[config.mk]
export PLATFORM = sky130hd
export DESIGN_NAME = alu_operand_loader
export DESIGN_NICKNAME = d
export VERILOG_FILES = /design/src/rtl/alu_io_pkg.sv /design/src/rtl/btn_debounce.sv /design/src/rtl/alu_operand_loader.sv
export SDC_FILE = /design/constraint.sdc
export NUM_CORES = 1
export LEC_CHECK = 0
export BUFFER_PORTS_ARGS = -buffer_cell sky130_fd_sc_hd__buf_2
export CAP_MARGIN = 40
export CORE_ASPECT_RATIO = 1.4
export CORE_MARGIN = 4
export CORE_UTILIZATION = 60
export DETAILED_ROUTE_END_ITERATION = 7
export GPL_TIMING_DRIVEN = 1
export PLACE_DENSITY = 0.78
export RECOVER_POWER = 25
export SKIP_LAST_GASP = 1
export SYNTH_ARGS = -nofsm -noshare
export SYNTH_HDL_FRONTEND = slang
export SYNTH_SLANG_ARGS = --single-unit
[constraint.sdc]
create_clock -name clk -period 6 [get_ports clk]
set_clock_uncertainty 0.1 [all_clocks]
set_input_delay 0.3 -clock clk [delete_from_list [all_inputs] [get_ports clk]]
set_output_delay 0.3 -clock clk [all_outputs]
set_load 0.01 [all_outputs]
[src/rtl/alu_io_pkg.sv]
// Shared types and constants for the ALU board-I/O front end.
package alu_io_pkg;

    localparam int OP_W = 3;
    localparam int DEFAULT_DEBOUNCE_CYCLES = 250000;

    typedef enum logic [1:0] {
        S_A    = 2'd0,
        S_B    = 2'd1,
        S_OP   = 2'd2,
        S_DONE = 2'd3
    } loader_state_t;

endpackage

[src/rtl/btn_debounce.sv]
// Push-button conditioner: 2-flop synchronizer, stability-counting debouncer,
// and a registered one-cycle pulse on each debounced press.
module btn_debounce
    import alu_io_pkg::*;
#(
    parameter int DEBOUNCE_CYCLES = DEFAULT_DEBOUNCE_CYCLES
) (
    input  logic clk,
    input  logic reset,
    input  logic btn_raw,
    output logic level,
    output logic rise_pulse
);

    localparam int CNT_W = $clog2(DEBOUNCE_CYCLES + 1);
    localparam logic [CNT_W-1:0] CNT_LAST = CNT_W'(DEBOUNCE_CYCLES - 1);

    logic             sync1_q;
    logic             sync2_q;
    logic [CNT_W-1:0] cnt_q;
    logic [CNT_W-1:0] cnt_d;
    logic             level_q;
    logic             level_d;
    logic             rise_q;
    logic             rise_d;

    // The level flips on the DEBOUNCE_CYCLES-th consecutive differing cycle;
    // any agreeing cycle throws the partial count away.
    always_comb begin
        cnt_d   = '0;
        level_d = level_q;
        rise_d  = 1'b0;
        if (sync2_q != level_q) begin
            if (cnt_q == CNT_LAST) begin
                level_d = sync2_q;
                rise_d  = sync2_q;
            end else begin
                cnt_d = cnt_q + CNT_W'(1);
            end
        end
    end

    always_ff @(posedge clk) begin
        if (reset) begin
            sync1_q <= 1'b0;
            sync2_q <= 1'b0;
            cnt_q   <= '0;
            level_q <= 1'b0;
            rise_q  <= 1'b0;
        end else begin
            sync1_q <= btn_raw;
            sync2_q <= sync1_q;
            cnt_q   <= cnt_d;
            level_q <= level_d;
            rise_q  <= rise_d;
        end
    end

    assign level      = level_q;
    assign rise_pulse = rise_q;

endmodule

[src/rtl/alu_operand_loader.sv]
// Captures operand A, operand B and the opcode from board switches on
// successive debounced button presses and presents them as registered outputs.
module alu_operand_loader
    import alu_io_pkg::*;
#(
    parameter int N               = 4,
    parameter int DEBOUNCE_CYCLES = DEFAULT_DEBOUNCE_CYCLES
) (
    input  logic            clk,
    input  logic            reset,
    input  logic [N-1:0]    sw,
    input  logic [OP_W-1:0] op_sw,
    input  logic            btn_load,
    input  logic            btn_clear,
    output logic [N-1:0]    a_q,
    output logic [N-1:0]    b_q,
    output logic [OP_W-1:0] op_q,
    output logic            valid,
    output logic [1:0]      stage
);

    logic load_pulse;
    logic clear_pulse;
    logic load_level;
    logic clear_level;
    logic unused_levels;

    btn_debounce #(.DEBOUNCE_CYCLES(DEBOUNCE_CYCLES)) u_load_db (
        .clk        (clk),
        .reset      (reset),
        .btn_raw    (btn_load),
        .level      (load_level),
        .rise_pulse (load_pulse)
    );

    btn_debounce #(.DEBOUNCE_CYCLES(DEBOUNCE_CYCLES)) u_clear_db (
        .clk        (clk),
        .reset      (reset),
        .btn_raw    (btn_clear),
        .level      (clear_level),
        .rise_pulse (clear_pulse)
    );

    // Debounced levels are only needed by the status logic of other boards.
    assign unused_levels = load_level ^ clear_level;

    logic [N-1:0]    sw_s1_q;
    logic [N-1:0]    sw_s2_q;
    logic [OP_W-1:0] op_s1_q;
    logic [OP_W-1:0] op_s2_q;

    loader_state_t   state_q;
    loader_state_t   state_d;
    logic [N-1:0]    a_d;
    logic [N-1:0]    b_d;
    logic [OP_W-1:0] op_d;
    logic            valid_q;
    logic            valid_d;

    // Clear has priority over a coincident load so nothing is captured.
    always_comb begin
        state_d = state_q;
        a_d     = a_q;
        b_d     = b_q;
        op_d    = op_q;
        valid_d = 1'b0;
        if (clear_pulse) begin
            state_d = S_A;
        end else if (load_pulse) begin
            case (state_q)
                S_A, S_DONE: begin
                    a_d     = sw_s2_q;
                    state_d = S_B;
                end
                S_B: begin
                    b_d     = sw_s2_q;
                    state_d = S_OP;
                end
                S_OP: begin
                    op_d    = op_s2_q;
                    valid_d = 1'b1;
                    state_d = S_DONE;
                end
                default: state_d = S_A;
            endcase
        end
    end

    always_ff @(posedge clk) begin
        if (reset) begin
            sw_s1_q <= '0;
            sw_s2_q <= '0;
            op_s1_q <= '0;
            op_s2_q <= '0;
            state_q <= S_A;
            a_q     <= '0;
            b_q     <= '0;
            op_q    <= '0;
            valid_q <= 1'b0;
        end else begin
            sw_s1_q <= sw;
            sw_s2_q <= sw_s1_q;
            op_s1_q <= op_sw;
            op_s2_q <= op_s1_q;
            state_q <= state_d;
            a_q     <= a_d;
            b_q     <= b_d;
            op_q    <= op_d;
            valid_q <= valid_d;
        end
    end

    assign valid = valid_q;
    assign stage = state_q;

endmodule
Word-level counts from Yosys, hierarchy flattened
Index checks and enable logic that the tools add are counted.
{ "word_totals": {"regBits": 72, "inputBits": 11, "output_inout_bits": 14, "elab_cells": 49} }
{ "classes": {"n_addsub": 2, "eq_ne": 7, "mux": 2, "bitwise_logic": 6, "reduce_logical": 13} }
{ "op_table": {"columns": ["cell", "n"], "rows": [
  ["18-bit by 1-bit adder with 18-bit output, second input constant", 2],
  ["18-bit equality test, second input constant", 2],
  ["3-bit OR reduction", 5],
  ["3-bit AND reduction", 3],
  ["1-bit NOT", 6],
  ["2-bit one-hot mux with 3 select lines", 1],
  ["2-bit equality test, second input constant", 2],
  ["2-bit AND reduction", 2],
  ["2-bit OR reduction", 2],
  ["2-bit by 1-bit equality test with 1-bit output, second input constant", 1],
  ["2-bit logical NOT", 1],
  ["1-bit inequality test", 2],
  ["1-bit 2-to-1 mux", 1]
]} }

Logic depth before layout (Yosys ltp)
{ "depth": {"ltp_word": 3, "ltp_mapped": 6, "mapped_depth_nobuf": 5} }

Hierarchy
Synthesis repeated with hierarchy kept, for this count alone.
{ "unflattened": {"hier_cells": 301, "area_unflattened_um2": 2957.8} }
{ "by_module_without_submodules": {"columns": ["module", "instances", "cells_per_inst", "area_per_inst_um2", "seq_area_each_um2"], "rows": [
  ["btn_debounce", 2, 106, 965.9, 440.4],
  ["alu_operand_loader", 1, 89, 1026.0, 560.5]
]} }

Worst setup path after synthesis
No wires, ideal clock.
{ "synth_timing": {"kind": "register to register", "startpoint": "register u_load_db.cnt_q[0]", "endpoint": "register u_load_db.cnt_q[10]", "setup_ns": 0.115, "arrival_time_ns": 1.681, "setup_slack_ns": 4.105, "path_stages_with_launch": 7, "path_buffers": 1, "period_less_slack_ns": 1.895, "cell_sequence": "dfxtp_1 -> ha_1 -> nand3_1 -> or4_1 -> o21ai_2 -> buf_4 -> nor2_1"} }
{ "synth_via": {"elab_chain_cells": 2, "elab_cells_between_ends": 3, "cone_classes": "add/sub (1); eq/ne (1); reduce/logical (1)"} }
{ "synth_lines": {"columns": ["element", "line_no", "rtl"], "rows": [
  ["start, declared", "btn_debounce.sv:20", "logic [CNT_W-1:0] cnt_q;"],
  ["start signal, assigned", "btn_debounce.sv:53", "cnt_q <= cnt_d;"],
  ["branches (longest 2 deep; another with 18-bit by 1-bit adder with 18-bit output)", null, null]
]} }
Several ways; the timed one is not identified.
A chain may end at the register's enable or synchronous reset.

Worst setup path after layout
{ "layout_timing": {"startpoint": "register u_load_db.cnt_q[0]", "endpoint": "register u_load_db.cnt_q[6]"} }
The elaborated chain is that of the path after synthesis.

==> results by stage <==
Global routing:
- The number of antenna violations at the first check in global routing came to 0.
- The first global-routing pass estimated 8.121 mm of wire.
- Entering global routing, the biggest net connects 38 pins.
- The via count of the first global-routing pass was 1917.
- After global routing the overflow that remains totals 0.
- The overall routing resource usage is 0.1822.

Hold path:
- The tightest min-delay check is of the in2reg type.
- In this run the most critical hold path is launched from sw[3].
- The path with the worst hold slack has its endpoint at sw_s1_q[3].
- The worst hold path passes through 2 cells.

Synthesis:
- In this run the mean area of a mapped cell was 9.369 um2.
- After synthesis, the most frequently instantiated cells are 72 x sky130_fd_sc_hd__dfxtp_1, 56 x sky130_fd_sc_hd__nor2_1, 27 x sky130_fd_sc_hd__xnor2_1.
- Of all flip-flops after synthesis, the portion carrying an async set or reset was 0.
- The largest total area in the synthesized netlist belongs to sky130_fd_sc_hd__dfxtp_1.
- After synthesis the cells add up to 0.002783 mm2.
- Synthesis produced a netlist whose cell count is 297.
- The count of flip-flops with a built-in enable after synthesis is 0.
- Of the post-synthesis cell area, the dominant cell type holds 0.5180.
- The register bit total from synthesis is 72.
- The share of the Yosys chip area taken by registers is 0.5180.
- Counting every net in the synthesized netlist gives 312.
- The most used flip-flop cell after synthesis is sky130_fd_sc_hd__dfxtp_1.
- During synthesis, Yosys emitted a total of 0 warnings.
- By area the synthesized netlist is led by sky130_fd_sc_hd__dfxtp_1 52%, sky130_fd_sc_hd__xnor2_1 8.5%, sky130_fd_sc_hd__nor2_1 7.6%.
- sky130_fd_sc_hd__dfxtp_1 is the most common cell in the netlist.
- The synthesized netlist contains 32 unique library cells.

CTS:
- The later-pin clock latency in the skew report is 340 ps.
- TritonCTS built the clock tree.
- The clock root buffer master is sky130_fd_sc_hd__clkbuf_8.
- The number of gates resized after cts is 0.
- The clock input transition at the sequential cells of the worst setup and hold paths is 80 ps.
- The longest clock path from root to sink contains 2 buffers.
- The total setup buffers inserted after CTS is 0.
- Counting every sink on the clock net gives 72.
- The number of buffers inserted for hold repair after clock tree synthesis is 0.
- The number of buffers created by CTS is 9.
- The number of levels the H-tree was split into is 3.

Critical path:
- For the worst setup path, the data required time is 6100 ps.
- In this run the worst setup path begins at u_load_db.cnt_q[0].
- The number of cells traversed by the worst register-to-register path is 5.
- The worst setup path is captured at a register.
- The endpoint identified for the worst register-to-register timing path is u_load_db.cnt_q[6].
- The startpoint identified for the worst register-to-register timing path is u_load_db.cnt_q[0].
- The critical path is of the reg2reg type.
- STA puts the critical path data arrival time at 2290 ps.
- STA classifies the critical path startpoint as a register.
- For flop-to-flop paths, the worst setup slack is 3810 ps.
- In this run the worst path has a maximum fanout of 17.

Die:
- Measured along the x axis, the die boundary spans 65.56 um.
- The die covers 0.005807 mm2.
- After floorplanning, the core was sized to cover 0.004499 mm2.
- The floorplan step set the die height to 88.58 um.
- The number of cell rows is 29.
- Pin placement for this block handled 25 I/O pins.
- The initial utilization of the core area, before any placement, comes to 0.6185.

Detailed routing:
- The number of vias per cell is 5.153.
- The remaining design rule violation count is 0.
- The number of search-and-repair iterations in the first detailed-routing pass is 4.
- In the final routed layout, each cell accounts on average for 11.53 um.
- The detailed router placed 2020 vias in this run.
- In this run, the number of DRC markers left after iteration 0 of detailed routing was 122.
- The count of nets left with antenna violations once routing finished came out at 0.
- The final wirelength is 4.519 mm.

STA:
- Setup total negative slack on the finished layout was measured at 0 ps.
- The clock period could shrink to 2194 ps.
- The number of max-slew violations in the final report is 0.
- The hold violation total from the final report came to 0.
- The number of endpoints failing setup at the final stage is 0.
- In this run the tightest slew margin relative to its limit is 0.01049.
- The actual transition at the worst max-transition pin is 1484 ps.
- The worst setup slack after layout is 3806 ps.
- Static timing analysis puts the maximum clock frequency at 455.8 MHz.
- Setup repair after global routing left no endpoint under its margin.
- Hold is met by 57.72 ps.
- The post-route clock period utilization is 0.3656.

Finish:
- Measured on the finished design, the core utilization comes to 0.7063.
- The repair_antennas step left the layout with diodes totalling 0.
- The multi-input combinational cells in the finished layout cover a total of 0.001269 mm2.
- Compared with the post-synthesis result, the final layout area differs by 14.21%.
- Counting the fill cells in the layout gives 374.
- The total area of sequential cells is 0.001441 mm2.
- The count of nets after finishing is 340.
- The proportion of layout cells with a drive suffix above 1 is 0.1273.

Placed design:
- The number of port buffers is 24.
- The final weighted congestion in routability-driven placement is 0.7875.
- After legalization and detailed placement, the total HPWL measured 3.121 mm.
- Before CTS, the worst setup slack after placement is 3776 ps.

Power:
- The worst-case IR drop observed on VDD is 0.2424 mV.
- Dividing total power by cell area gives a power density of 291.1 mW/mm2.
- Summed over all cells, the static leakage comes to 1.146 nW.

Flow run:
- Across the run, the number of max-cap violations was 0.

Outcome:
- The flow ran to the end, and the final reports show no timing, DRC or antenna violations.
worst max path at each step:
stage | endpoint | slack (ps)
finish | u_load_db.cnt_q[6] | 3810
global route | u_load_db.cnt_q[8] | 3570
CTS | u_load_db.cnt_q[6] | 3770
detailed placement | u_load_db.cnt_q[6] | 3780
global placement | u_clear_db.cnt_q[2] | 3760
floorplan | u_load_db.cnt_q[10] | 4100
cell usage in the layout, fill, tap and decap left out, types with 2 or more instances in the layout:
cell type and n:
sky130_fd_sc_hd__nor4_1 14, sky130_fd_sc_hd__inv_1 10, sky130_fd_sc_hd__nand3_1 12, sky130_fd_sc_hd__nor2b_1 19, sky130_fd_sc_hd__and3_1 5, sky130_fd_sc_hd__nor2_1 56, sky130_fd_sc_hd__ha_1 4, sky130_fd_sc_hd__o21ai_0 5
sky130_fd_sc_hd__or3_1 2, sky130_fd_sc_hd__xnor2_1 27, sky130_fd_sc_hd__mux2i_1 11, sky130_fd_sc_hd__dfxtp_1 72, sky130_fd_sc_hd__nand3b_1 3, sky130_fd_sc_hd__nand2_1 8, sky130_fd_sc_hd__clkinv_4 2, sky130_fd_sc_hd__clkbuf_8 9
sky130_fd_sc_hd__nand4_1 10, sky130_fd_sc_hd__xor2_1 4, sky130_fd_sc_hd__nor3_1 11, sky130_fd_sc_hd__a21oi_1 5, sky130_fd_sc_hd__bufinv_16 2, sky130_fd_sc_hd__buf_2 23
report_power, final:
part           internal [mW]  switching (mW)
sequential             0.483         0.00199
combinational        0.00642         0.00760
clock                  0.239           0.187
total                  0.729           0.196
kinds of logic after synthesis:
family,after synthesis,share of synthesized area
compound gates,16,0.03462
xor+xnor,31,0.09757
fa+ha+maj,4,0.01799
buf+inv,18,0.02608
flops,72,0.5180
mux,11,0.03957
simple gates,145,0.2662
through the flow:
| step | area, um2 | instances | power, mW |
|---|---|---|---|
| 5_1_grt | 3178 | 392 | 0.9590 |
| 4_1_cts | 3179 | 392 | 0.9355 |
| 3_3_place_gp | 2945 | 375 | 0.5103 |
| 3_5_place_dp | 2953 | 376 | 0.5109 |
| 2_1_floorplan | 2783 | 297 | 0.5062 |
| 6_report | 3178 | 392 | 0.9250 |
per-layer routing:
metal | part of all wire | global-route usage | up-vias
li1 | - | - | 1072
met1 | 0.44 | 0.2055 | 917
met2 | 0.51 | 0.3088 | 24
met3 | 0.036 | 0.06353 | 7
met4 | 0.013 | 0.08302 | 0
met5 | 0 | 0 | -
area by class of cell:
class | instances | area share
inverter | 10 | 0.01181
clock inverter | 7 | 0.03228
multi-input combinational | 207 | 0.3992
tap | 62 | 0.02441
clock buffer | 9 | 0.03898
timing repair buffer | 25 | 0.03976
sequential | 72 | 0.4535
worst max-delay path, cell delays in order, from the launching register on:
cell and delay [ps]:
sky130_fd_sc_hd__dfxtp_1 380, sky130_fd_sc_hd__ha_1 220, sky130_fd_sc_hd__nand3_1 140, sky130_fd_sc_hd__or4_1 540, sky130_fd_sc_hd__o21ai_2 550, sky130_fd_sc_hd__nor2_1 110
registers in the layout, summed over array words and instances (netlist names), 2 cells and up:
register	count
a_q	4
b_q	4
op_q	3
op_s1_q	3
op_s2_q	3
stage	2
sw_s1_q	4
sw_s2_q	4
u_clear_db.cnt_q	18
u_load_db.cnt_q	18
Power figures use the tool's default switching activity.
